### src/rtl/uart_pkg.sv
// uart_pkg
// Shared definitions for the uart_dev transceiver and its RX core:
//   - DATA_BITS    : payload bits per frame (8N1 framing)
//   - LINE_IDLE    : idle level of the serial line (mark = 1)
//   - tx_state_t   : TX FSM encoding (IDLE, START, DATA, STOP, GUARD)
//   - rx_state_t   : RX FSM encoding (IDLE, START, DATA, STOP)
//   - calc_div()   : clocks per bit from CLK_HZ/BAUD, clamped to a minimum of 4
package uart_pkg;

    localparam int   DATA_BITS = 8;
    localparam logic LINE_IDLE = 1'b1;

    typedef enum logic [2:0] {
        TX_IDLE  = 3'd0,
        TX_START = 3'd1,
        TX_DATA  = 3'd2,
        TX_STOP  = 3'd3,
        TX_GUARD = 3'd4
    } tx_state_t;

    typedef enum logic [2:0] {
        RX_IDLE  = 3'd0,
        RX_START = 3'd1,
        RX_DATA  = 3'd2,
        RX_STOP  = 3'd3
    } rx_state_t;

    // The RX start-bit check waits DIV/2 cycles, so anything below 4
    // would leave no room between the edge and the mid-bit sample.
    function automatic int calc_div(input int clk_hz, input int baud);
        int d;
        d = clk_hz / baud;
        return (d < 4) ? 4 : d;
    endfunction

endpackage

### src/rtl/uart_rx_core.sv
// uart_rx_core
// Receive half of the UART: 2-flop synchronizer, RX FSM and a one-byte
// hold register.
// Ports:
//   clk, rst     : system clock, synchronous active-high reset
//   rxd          : asynchronous serial input
//   take         : consumer takes rx_byte this cycle (clears byte_valid)
//   rx_byte      : held received byte
//   byte_valid   : rx_byte holds a byte not yet taken
//   overrun      : sticky, a held byte was overwritten before being taken
//   frame_err    : sticky, a stop bit was sampled low
module uart_rx_core
    import uart_pkg::*;
#(
    parameter int DIV = 16
) (
    input  logic                 clk,
    input  logic                 rst,
    input  logic                 rxd,
    input  logic                 take,
    output logic [DATA_BITS-1:0] rx_byte,
    output logic                 byte_valid,
    output logic                 overrun,
    output logic                 frame_err
);

    localparam int CW = $clog2(DIV);
    localparam int BW = $clog2(DATA_BITS);
    localparam logic [CW-1:0] BIT_LAST  = CW'(DIV - 1);
    localparam logic [CW-1:0] HALF_LAST = CW'(DIV / 2 - 1);
    localparam logic [BW-1:0] LAST_BIT  = BW'(DATA_BITS - 1);

    logic                 sync1;
    logic                 sync2;
    rx_state_t            state;
    logic [CW-1:0]        cnt;
    logic [BW-1:0]        bit_idx;
    logic [DATA_BITS-1:0] shift;

    // Two-flop synchronizer; reset to the idle level so reset release
    // never looks like a start bit.
    always_ff @(posedge clk) begin
        if (rst) begin
            sync1 <= LINE_IDLE;
            sync2 <= LINE_IDLE;
        end else begin
            sync1 <= rxd;
            sync2 <= sync1;
        end
    end

    // RX FSM plus hold register. The take clear comes first so that a byte
    // finishing in the same cycle as a delivery re-sets byte_valid without
    // counting as an overrun.
    always_ff @(posedge clk) begin
        if (rst) begin
            state      <= RX_IDLE;
            cnt        <= '0;
            bit_idx    <= '0;
            shift      <= '0;
            rx_byte    <= '0;
            byte_valid <= 1'b0;
            overrun    <= 1'b0;
            frame_err  <= 1'b0;
        end else begin
            if (take) begin
                byte_valid <= 1'b0;
            end
            case (state)
                RX_IDLE: begin
                    cnt <= '0;
                    if (sync2 == 1'b0) begin
                        state <= RX_START;
                    end
                end
                RX_START: begin
                    if (cnt == HALF_LAST) begin
                        cnt     <= '0;
                        bit_idx <= '0;
                        // High at mid start bit means a glitch, not a frame.
                        state   <= sync2 ? RX_IDLE : RX_DATA;
                    end else begin
                        cnt <= cnt + 1'b1;
                    end
                end
                RX_DATA: begin
                    if (cnt == BIT_LAST) begin
                        cnt   <= '0;
                        shift <= {sync2, shift[DATA_BITS-1:1]};
                        if (bit_idx == LAST_BIT) begin
                            state <= RX_STOP;
                        end else begin
                            bit_idx <= bit_idx + 1'b1;
                        end
                    end else begin
                        cnt <= cnt + 1'b1;
                    end
                end
                RX_STOP: begin
                    if (cnt == BIT_LAST) begin
                        cnt   <= '0;
                        state <= RX_IDLE;
                        if (sync2) begin
                            rx_byte    <= shift;
                            byte_valid <= 1'b1;
                            if (byte_valid && !take) begin
                                overrun <= 1'b1;
                            end
                        end else begin
                            frame_err <= 1'b1;
                        end
                    end else begin
                        cnt <= cnt + 1'b1;
                    end
                end
                default: begin
                    state <= RX_IDLE;
                end
            endcase
        end
    end

endmodule

### src/rtl/uart_dev.sv
// uart_dev
// Byte-level 8N1 UART transceiver sitting below the disk device controller.
// Ports:
//   clk, rst        : system clock, synchronous active-high reset
//   dev_enable      : upstream request active
//   dev_we          : 1 = transmit request, 0 = receive request
//   dev_data_out    : byte to transmit
//   dev_data_in     : last delivered received byte
//   dev_write_done  : one-cycle pulse, transmitted byte finished
//   dev_read_done   : one-cycle pulse, dev_data_in holds a new byte
//   uart_txd        : serial out, idle high
//   uart_rxd        : serial in, asynchronous
//   tx_busy         : TX FSM not idle
//   rx_overrun      : sticky, undelivered byte overwritten
//   rx_frame_err    : sticky, stop bit sampled low
module uart_dev
    import uart_pkg::*;
#(
    parameter int CLK_HZ = 50000000,
    parameter int BAUD   = 115200
) (
    input  logic                 clk,
    input  logic                 rst,
    input  logic                 dev_enable,
    input  logic                 dev_we,
    input  logic [DATA_BITS-1:0] dev_data_out,
    output logic [DATA_BITS-1:0] dev_data_in,
    output logic                 dev_write_done,
    output logic                 dev_read_done,
    output logic                 uart_txd,
    input  logic                 uart_rxd,
    output logic                 tx_busy,
    output logic                 rx_overrun,
    output logic                 rx_frame_err
);

    localparam int DIV = calc_div(CLK_HZ, BAUD);
    localparam int CW  = $clog2(DIV);
    localparam int BW  = $clog2(DATA_BITS);
    localparam logic [CW-1:0] BIT_LAST = CW'(DIV - 1);
    localparam logic [CW-1:0] DONE_AT  = CW'(DIV - 2);
    localparam logic [BW-1:0] LAST_BIT = BW'(DATA_BITS - 1);

    tx_state_t            tx_state;
    logic [CW-1:0]        tx_cnt;
    logic [BW-1:0]        tx_bit;
    logic [DATA_BITS-1:0] tx_shift;

    logic [DATA_BITS-1:0] rx_byte;
    logic                 rx_valid;
    logic                 take;

    // TX FSM. uart_txd is registered and updated on the edge that enters
    // each bit, so each level lasts exactly DIV cycles. The done pulse is
    // launched one cycle early so it is visible during the last stop cycle;
    // GUARD then gives upstream a cycle to present the next byte before
    // IDLE samples again. Requests are only looked at in IDLE, so dropping
    // dev_enable/dev_we or changing dev_data_out mid-frame has no effect.
    always_ff @(posedge clk) begin
        if (rst) begin
            tx_state       <= TX_IDLE;
            tx_cnt         <= '0;
            tx_bit         <= '0;
            tx_shift       <= '0;
            uart_txd       <= LINE_IDLE;
            dev_write_done <= 1'b0;
        end else begin
            dev_write_done <= 1'b0;
            case (tx_state)
                TX_IDLE: begin
                    tx_cnt   <= '0;
                    uart_txd <= LINE_IDLE;
                    if (dev_enable && dev_we) begin
                        tx_shift <= dev_data_out;
                        uart_txd <= 1'b0;
                        tx_state <= TX_START;
                    end
                end
                TX_START: begin
                    if (tx_cnt == BIT_LAST) begin
                        tx_cnt   <= '0;
                        tx_bit   <= '0;
                        uart_txd <= tx_shift[0];
                        tx_shift <= {1'b1, tx_shift[DATA_BITS-1:1]};
                        tx_state <= TX_DATA;
                    end else begin
                        tx_cnt <= tx_cnt + 1'b1;
                    end
                end
                TX_DATA: begin
                    if (tx_cnt == BIT_LAST) begin
                        tx_cnt <= '0;
                        if (tx_bit == LAST_BIT) begin
                            uart_txd <= LINE_IDLE;
                            tx_state <= TX_STOP;
                        end else begin
                            tx_bit   <= tx_bit + 1'b1;
                            uart_txd <= tx_shift[0];
                            tx_shift <= {1'b1, tx_shift[DATA_BITS-1:1]};
                        end
                    end else begin
                        tx_cnt <= tx_cnt + 1'b1;
                    end
                end
                TX_STOP: begin
                    if (tx_cnt == DONE_AT) begin
                        dev_write_done <= 1'b1;
                    end
                    if (tx_cnt == BIT_LAST) begin
                        tx_cnt   <= '0;
                        tx_state <= TX_GUARD;
                    end else begin
                        tx_cnt <= tx_cnt + 1'b1;
                    end
                end
                TX_GUARD: begin
                    tx_state <= TX_IDLE;
                end
                default: begin
                    tx_state <= TX_IDLE;
                    uart_txd <= LINE_IDLE;
                end
            endcase
        end
    end

    assign tx_busy = (tx_state != TX_IDLE);

    // A delivery is blocked in the cycle right after another one, which
    // keeps read_done pulses from ever running back to back.
    assign take = dev_enable && !dev_we && rx_valid && !dev_read_done;

    // Delivery register: dev_data_in only changes on a delivery.
    always_ff @(posedge clk) begin
        if (rst) begin
            dev_data_in   <= '0;
            dev_read_done <= 1'b0;
        end else begin
            dev_read_done <= take;
            if (take) begin
                dev_data_in <= rx_byte;
            end
        end
    end

    uart_rx_core #(
        .DIV (DIV)
    ) u_rx (
        .clk        (clk),
        .rst        (rst),
        .rxd        (uart_rxd),
        .take       (take),
        .rx_byte    (rx_byte),
        .byte_valid (rx_valid),
        .overrun    (rx_overrun),
        .frame_err  (rx_frame_err)
    );

endmodule

### config.mk
export PLATFORM = sky130hd
export DESIGN_NAME = uart_dev
export DESIGN_NICKNAME = d
export VERILOG_FILES = /design/src/rtl/uart_pkg.sv /design/src/rtl/uart_rx_core.sv /design/src/rtl/uart_dev.sv
export SDC_FILE = /design/constraint.sdc
export NUM_CORES = 1
export LEC_CHECK = 0
export CORE_ASPECT_RATIO = 1.4
export CORE_UTILIZATION = 35
export DETAILED_ROUTE_END_ITERATION = 8
export PLACE_DENSITY = 0.51
export SETUP_SLACK_MARGIN = 0.05
export SLEW_MARGIN = 15
export SYNTH_ARGS = -nofsm -noshare
export SYNTH_HDL_FRONTEND = slang
export SYNTH_SLANG_ARGS = --single-unit
### constraint.sdc
create_clock -name clk -period 1.91 [get_ports clk]
set_input_delay 0.191 -clock clk [delete_from_list [all_inputs] [get_ports clk]]
set_output_delay 0.191 -clock clk [all_outputs]
set_load 0.1 [all_outputs]
# ---- After elaboration in Yosys (flattened, before gate mapping)
# Index checks and enable logic that the tools add are counted.
dict set report totals {
  reg_bits 70
  elab_cells 121
  output_inout_bits 14
  inputBits 13
}
dict set report op_classes {
  n_bitwise 3
  mux 41
  n_addsub 4
  eq_ne 25
  n_reduce_logical 30
}
# op n
set op_table {}
lappend op_table {{3-bit 2-to-1 mux} 16}
lappend op_table {{8-bit 2-to-1 mux} 4}
lappend op_table {{9-bit == test (second input constant)} 3}
lappend op_table {{9-bit 2-to-1 mux} 3}
lappend op_table {{9-bit case mux with 3 select lines} 1}
lappend op_table {{3-bit case mux with 4 select lines} 2}
lappend op_table {{8-bit case mux with 3 select lines} 1}
lappend op_table {{9-bit by 1-bit adder with 9-bit output (second input constant)} 2}
lappend op_table {{9-bit case mux with 2 select lines} 1}
lappend op_table {{2-bit inequality test (second input constant)} 8}
lappend op_table {{5-bit AND reduction} 3}
lappend op_table {{3-bit by 2-bit == test with 1-bit output (second input constant)} 4}
lappend op_table {{3-bit case mux with 2 select lines} 2}
lappend op_table {{4-bit AND reduction} 3}
lappend op_table {{3-bit == test (second input constant)} 3}
lappend op_table {{9-bit by 8-bit == test with 1-bit output (second input constant)} 1}
lappend op_table {{1-bit 2-to-1 mux} 9}
lappend op_table {{3-bit AND reduction} 3}
lappend op_table {{3-bit nonzero test} 3}
lappend op_table {{2-bit by 1-bit inequality test with 1-bit output (second input constant)} 4}
lappend op_table {{3-bit by 1-bit adder with 3-bit output (second input constant)} 2}
lappend op_table {{3-bit by 1-bit == test with 1-bit output (second input constant)} 2}
lappend op_table {{3-bit logical NOT} 2}
lappend op_table {{2-bit nonzero test} 3}
lappend op_table {{8 further kinds} 18}

# ---- Longest topological paths before layout
dict set report logic_depth {
  word_depth 8
  mapped_depth 8
  depth_no_buf 7
}

# ---- Hierarchy
# Synthesis repeated with hierarchy kept, for this count alone.
dict set report unflattened {
  cells_unflattened 358
  hier_area_um2 3245.6
}
# module n_inst seq_area_each_um2 area_per_inst_um2 cells_per_inst
set modules_own_cells {}
lappend modules_own_cells {uart_dev 1 680.7 1732.9 205}
lappend modules_own_cells {uart_rx_core 1 700.7 1512.7 153}

# ---- Worst setup path after synthesis
# OpenSTA, ideal clock, no wires.
dict set report synth_timing {
  kind {flip-flop to flip-flop}
  from {register tx_cnt[0]}
  to {register tx_shift[5]}
  period_less_slack_ns 1.853
  n_path_buf 1
  slack_ns 0.057
  t_required_ns 1.831
  stages_incl_launch_ff 8
  setup_ns 0.079
  t_arrival_ns 1.774
  path_cell_list {dfxtp_1 > ha_1 > nand4b_1 > or2_4 > a2111oi_4 > buf_6 > nor2_1 > a211oi_2}
}
dict set report synth_via {
  elab_chain_cells 3
  word_cells_on_any_way 4
  cone_classes {eq/ne: 3; reduce/logical: 1}
}
# element line_no
set synth_rtl {}
lappend synth_rtl {{start: declaration} uart_dev.sv:45} ;# logic [CW-1:0] tx_cnt;
lappend synth_rtl {{start signal: assignment} uart_dev.sv:87} ;# tx_cnt <= tx_cnt + 1'b1;
lappend synth_rtl {{start signal: assignment} uart_dev.sv:102} ;# tx_cnt <= tx_cnt + 1'b1;
lappend synth_rtl {{start signal: assignment} uart_dev.sv:113} ;# tx_cnt <= tx_cnt + 1'b1;
lappend synth_rtl {{9-bit == test *} {uart_dev.sv:80, uart_dev.sv:91}}
lappend synth_rtl {{2-bit inequality test (no source line)} n/a}
lappend synth_rtl {{5-bit AND reduction (no source line) *} n/a}
lappend synth_rtl {{end signal: assignment} uart_dev.sv:74} ;# tx_shift <= dev_data_out;
lappend synth_rtl {{end signal: assignment} uart_dev.sv:84} ;# tx_shift <= {1'b1, tx_shift[DATA_BITS-1:1]};
lappend synth_rtl {{end signal: assignment} uart_dev.sv:99} ;# tx_shift <= {1'b1, tx_shift[DATA_BITS-1:1]};
lappend synth_rtl {{end: declaration} uart_dev.sv:47} ;# logic [DATA_BITS-1:0] tx_shift;
# Every way passes the cells marked *; elsewhere a longest branch is shown, timed or not.
# A chain may end at the register's enable or synchronous reset.

# ---- Worst setup path in the final report
dict set report layout_timing {
  from {register tx_cnt[1]}
  to {register uart_txd}
}
dict set report layout_via {
  elab_chain_cells 3
  word_cells_on_any_way 4
  cone_classes {eq/ne: 3; reduce/logical: 1}
}
# element line_no
set layout_rtl {}
lappend layout_rtl {{9-bit == test *} {uart_dev.sv:80, uart_dev.sv:91}}
lappend layout_rtl {{2-bit inequality test (no source line)} n/a}
lappend layout_rtl {{3-bit AND reduction (no source line) *} n/a}
lappend layout_rtl {{end signal: assignment} uart_dev.sv:83} ;# uart_txd <= tx_shift[0];
lappend layout_rtl {{end signal: assignment} uart_dev.sv:98} ;# uart_txd <= tx_shift[0];
lappend layout_rtl {{end: declaration} uart_dev.sv:30} ;# output logic uart_txd,
# Marked as above.

==> impl_metrics.ini <==
[synth]
yosysSeqAreaShare_pct = 44.3
yosys.area.top_type = dfxtp_1
synth_common_cells = dfxtp_1 (69), nor2_1 (57), nand2_1 (27), mux2i_1 (25), a21oi_1 (24)
synth_edf_count = 0
ys_ff_latch = 69
synth_cells = 347
syn-cell-area_mm2 = 0.00312
synth.distinct_cells = 51
async_flop_share_pct = 0
synthTopCellsByArea = dfxtp_1 (44%), mux2i_1 (8.0%), nor2_1 (6.9%), ha_1 (4.0%), a21oi_1 (3.8%)
yosysMostFrequentCell = dfxtp_1
yosysWarnings = 0
syn-mean-instance-area_um2 = 8.99
synth_top_area_share_pct = 44.3
synth-main-ff-cell = dfxtp_1
syn_nets = 370

[setup_path]
r2r.worst_path.cells = 9
criticalPathCategory = register to register
reg2reg_slack_ps = 100
r2r_start = tx_cnt[1]
critPathMaxFanout = 8
cp-start-kind = register
max_stage_delay_ps = 320
cp_num_buf_inv = 3
r2r_end = uart_txd
critPathTopFamily = simple AND/OR/NAND/NOR gates
crit_chain = inv_2 -> ha_4 -> nand4b_1 -> or2_4 -> a2111oi_4 -> buf_4 -> clkbuf_16 -> o2bb2ai_1 -> nand2b_1
cp.arrival_ps = 2030
cp-end-kind = register
cp.required_ps = 2130
crit_slowest_cell = dfxtp_2

[worst_hold_path]
min_path_cells = 2
hp-class = primary input to register
worstHoldStart = rst
min_to = tx_bit[2]

[sta]
fin_setup_tns_ps = 0
setup_viol = 0
clock.fmax_mhz = 551
min_period_ps = 1810
slew_headroom_pct = 64.6
timing.hold.ws_ps = 353
tightest_slew_ps = 531
hold_viol_final = 0
period_share_pct = 95.0
drv_slew = 0
clock_skew_ps = 5.00
rsz0062_at_grt = true

[clock_network]
clock_latency_ps = 330
cts_root_buffer = clkbuf_16
clk_pin_slew_worst_paths_ps = 60
clock_path_buffers = 2
h-tree-depth = 3
clock_sinks = 69
ctsHoldBuffers = 0
cts_buffers = 9
cts_tree = built

[flow_run]
max_cap_viol_count = 0

[cells_and_area]
regArea_mm2 = 0.00139
fin_util_pct = 45.9
antenna_cells = 0
drive_above_1_share_pct = 19.9
fin_nets = 411
multi_input_area_mm2 = 0.00164
design_area_mm2 = 0.00395
syn_to_final_growth_pct = 26.7
fill_cells = 852

[pwr]
p_leak_nw = 1.50
p_clk_share_pct = 47.7
switching_power_w = 0.000742
seqPwrFrac_pct = 43.9
internal_power_w = 0.00265
powerDensity_mw_per_mm2 = 859
finalPower_w = 0.00340
combPwrFrac_pct = 8.5
swShare_pct = 21.9
ir_drop_v = 0.000456

[drt]
drc = 0
wl_um = 6330
drtPass1Iterations = 4
wire_per_inst_um = 12.7
via_per_inst = 5.00
detail-route-antenna-nets = 0
vias = 2484
drt_iter0_markers = 86

[global_route]
grt_antenna_before_repair = 0
grt_max_degree = 39
grt_pass1_vias = 2323
gr-total-overflow = 0
grt_pass1_wl_um = 10700
grt_usage_pct = 15.0

[floorplan]
ios = 27
fp.dieH_um = 114
chipWidth_um = 81.8
dieArea_mm2 = 0.00930
start_util_pct = 36.3
core_area_mm2 = 0.00861
rows = 40

[placed_design]
gp_congestion = 0.762
port_buffers = 26
dpl_cell_area_mm2 = 0.00355
dp_hpwl_um = 4290

[status]
status = finished, final reports clean
==> cell usage in the layout (no fill, tap or decap), types with 3 or more instances in the layout <==
cell type / n
nor2_1: 55
buf_12: 3
o21ai_0: 8
nand2_1: 27
inv_1: 9
a211oi_2: 5
nor3b_1: 3
a21oi_1: 24
nor3_1: 5
nand3_1: 14
and3_1: 3
ha_1: 7
nand2b_1: 4
xor2_1: 5
clkdlybuf4s50_1: 11
buf_4: 35
nand4_1: 3
a31oi_1: 3
xnor2_1: 5
dfxtp_2: 3
or3_1: 7
mux2i_1: 25
clkbuf_8: 5
clkbuf_16: 10
a211oi_1: 4
dfxtp_1: 66
==> power groups by stage <==
stage               registers [W]  clock network [W]  logic [W]
finish                    0.00149            0.00162   0.000287
global route              0.00149            0.00173   0.000314
CTS                       0.00149            0.00167   0.000259
detailed placement        0.00152                  0   0.000257
global placement          0.00152                  0   0.000254
floorplan                 0.00153                  0   0.000163
==> stage by stage <==
step                      cells  setup slack [ps]
after floorplan             347              56.8
after global routing        497              3.17
after global placement      478               137
final                       497              95.0
after CTS                   493              60.1
after detailed placement    478              85.3
==> sequential cells by signal, summed over array words and instances, names as in the netlist <==
signal,cells
u_rx.frame_err,1
u_rx.sync2,1
u_rx.cnt,9
tx_state,3
dev_write_done,1
u_rx.state,2
tx_shift,8
u_rx.shift,8
u_rx.rx_byte,8
uart_txd,1
u_rx.overrun,1
tx_cnt,9
dev_read_done,1
u_rx.byte_valid,1
u_rx.bit_idx,3
tx_bit,3
u_rx.sync1,1
dev_data_in,8
==> metal layers <==
metal,vias up,share of wire (%),GRT usage (%)
met5,-,0,0
met4,0,1.8,6.67
met3,8,3.3,3.92
met2,31,49,23.9
met1,1159,46,18.6
li1,1286,-,-
==> layout make-up <==
class | instances | share of cell area [%]
multi-input cells | 247 | 41.4
flip-flops and latches | 69 | 35.0
repair buffers | 51 | 11.7
clock buffers | 15 | 7.53
well taps | 105 | 3.32
inverters | 10 | 0.950
==> worst max path at each step <==
stage / start / slack, ps / end / cells past startpoint
2_1_floorplan: tx_cnt[0] / 60 / tx_shift[5] / 7
5_1_grt: tx_cnt[1] / 3 / tx_shift[6] / 9
3_3_place_gp: tx_cnt[1] / 140 / tx_cnt[2] / 8
6_report: tx_cnt[1] / 100 / uart_txd / 9
4_1_cts: tx_bit[0] / 60 / tx_shift[1] / 7
3_5_place_dp: tx_bit[0] / 90 / tx_shift[0] / 7
==> timing repair <==
action	4_1_cts	5_1_grt
buffers inserted	0	3
resized for setup	0	16
hold endpoints to repair	0	0
endpoints found under the setup margin	0	16
==> logic make-up (layout without fill, tap and decap cells) <==
logic type	after synthesis	in the layout	synth area share [%]
mux	25	25	8.02
simple gates	143	143	23.0
fa+ha+maj	10	10	4.01
flops	69	69	44.3
compound gates	59	59	12.9
buf+inv	31	76	4.97
xor+xnor	10	10	2.81
Power figures use the tool's default switching activity.
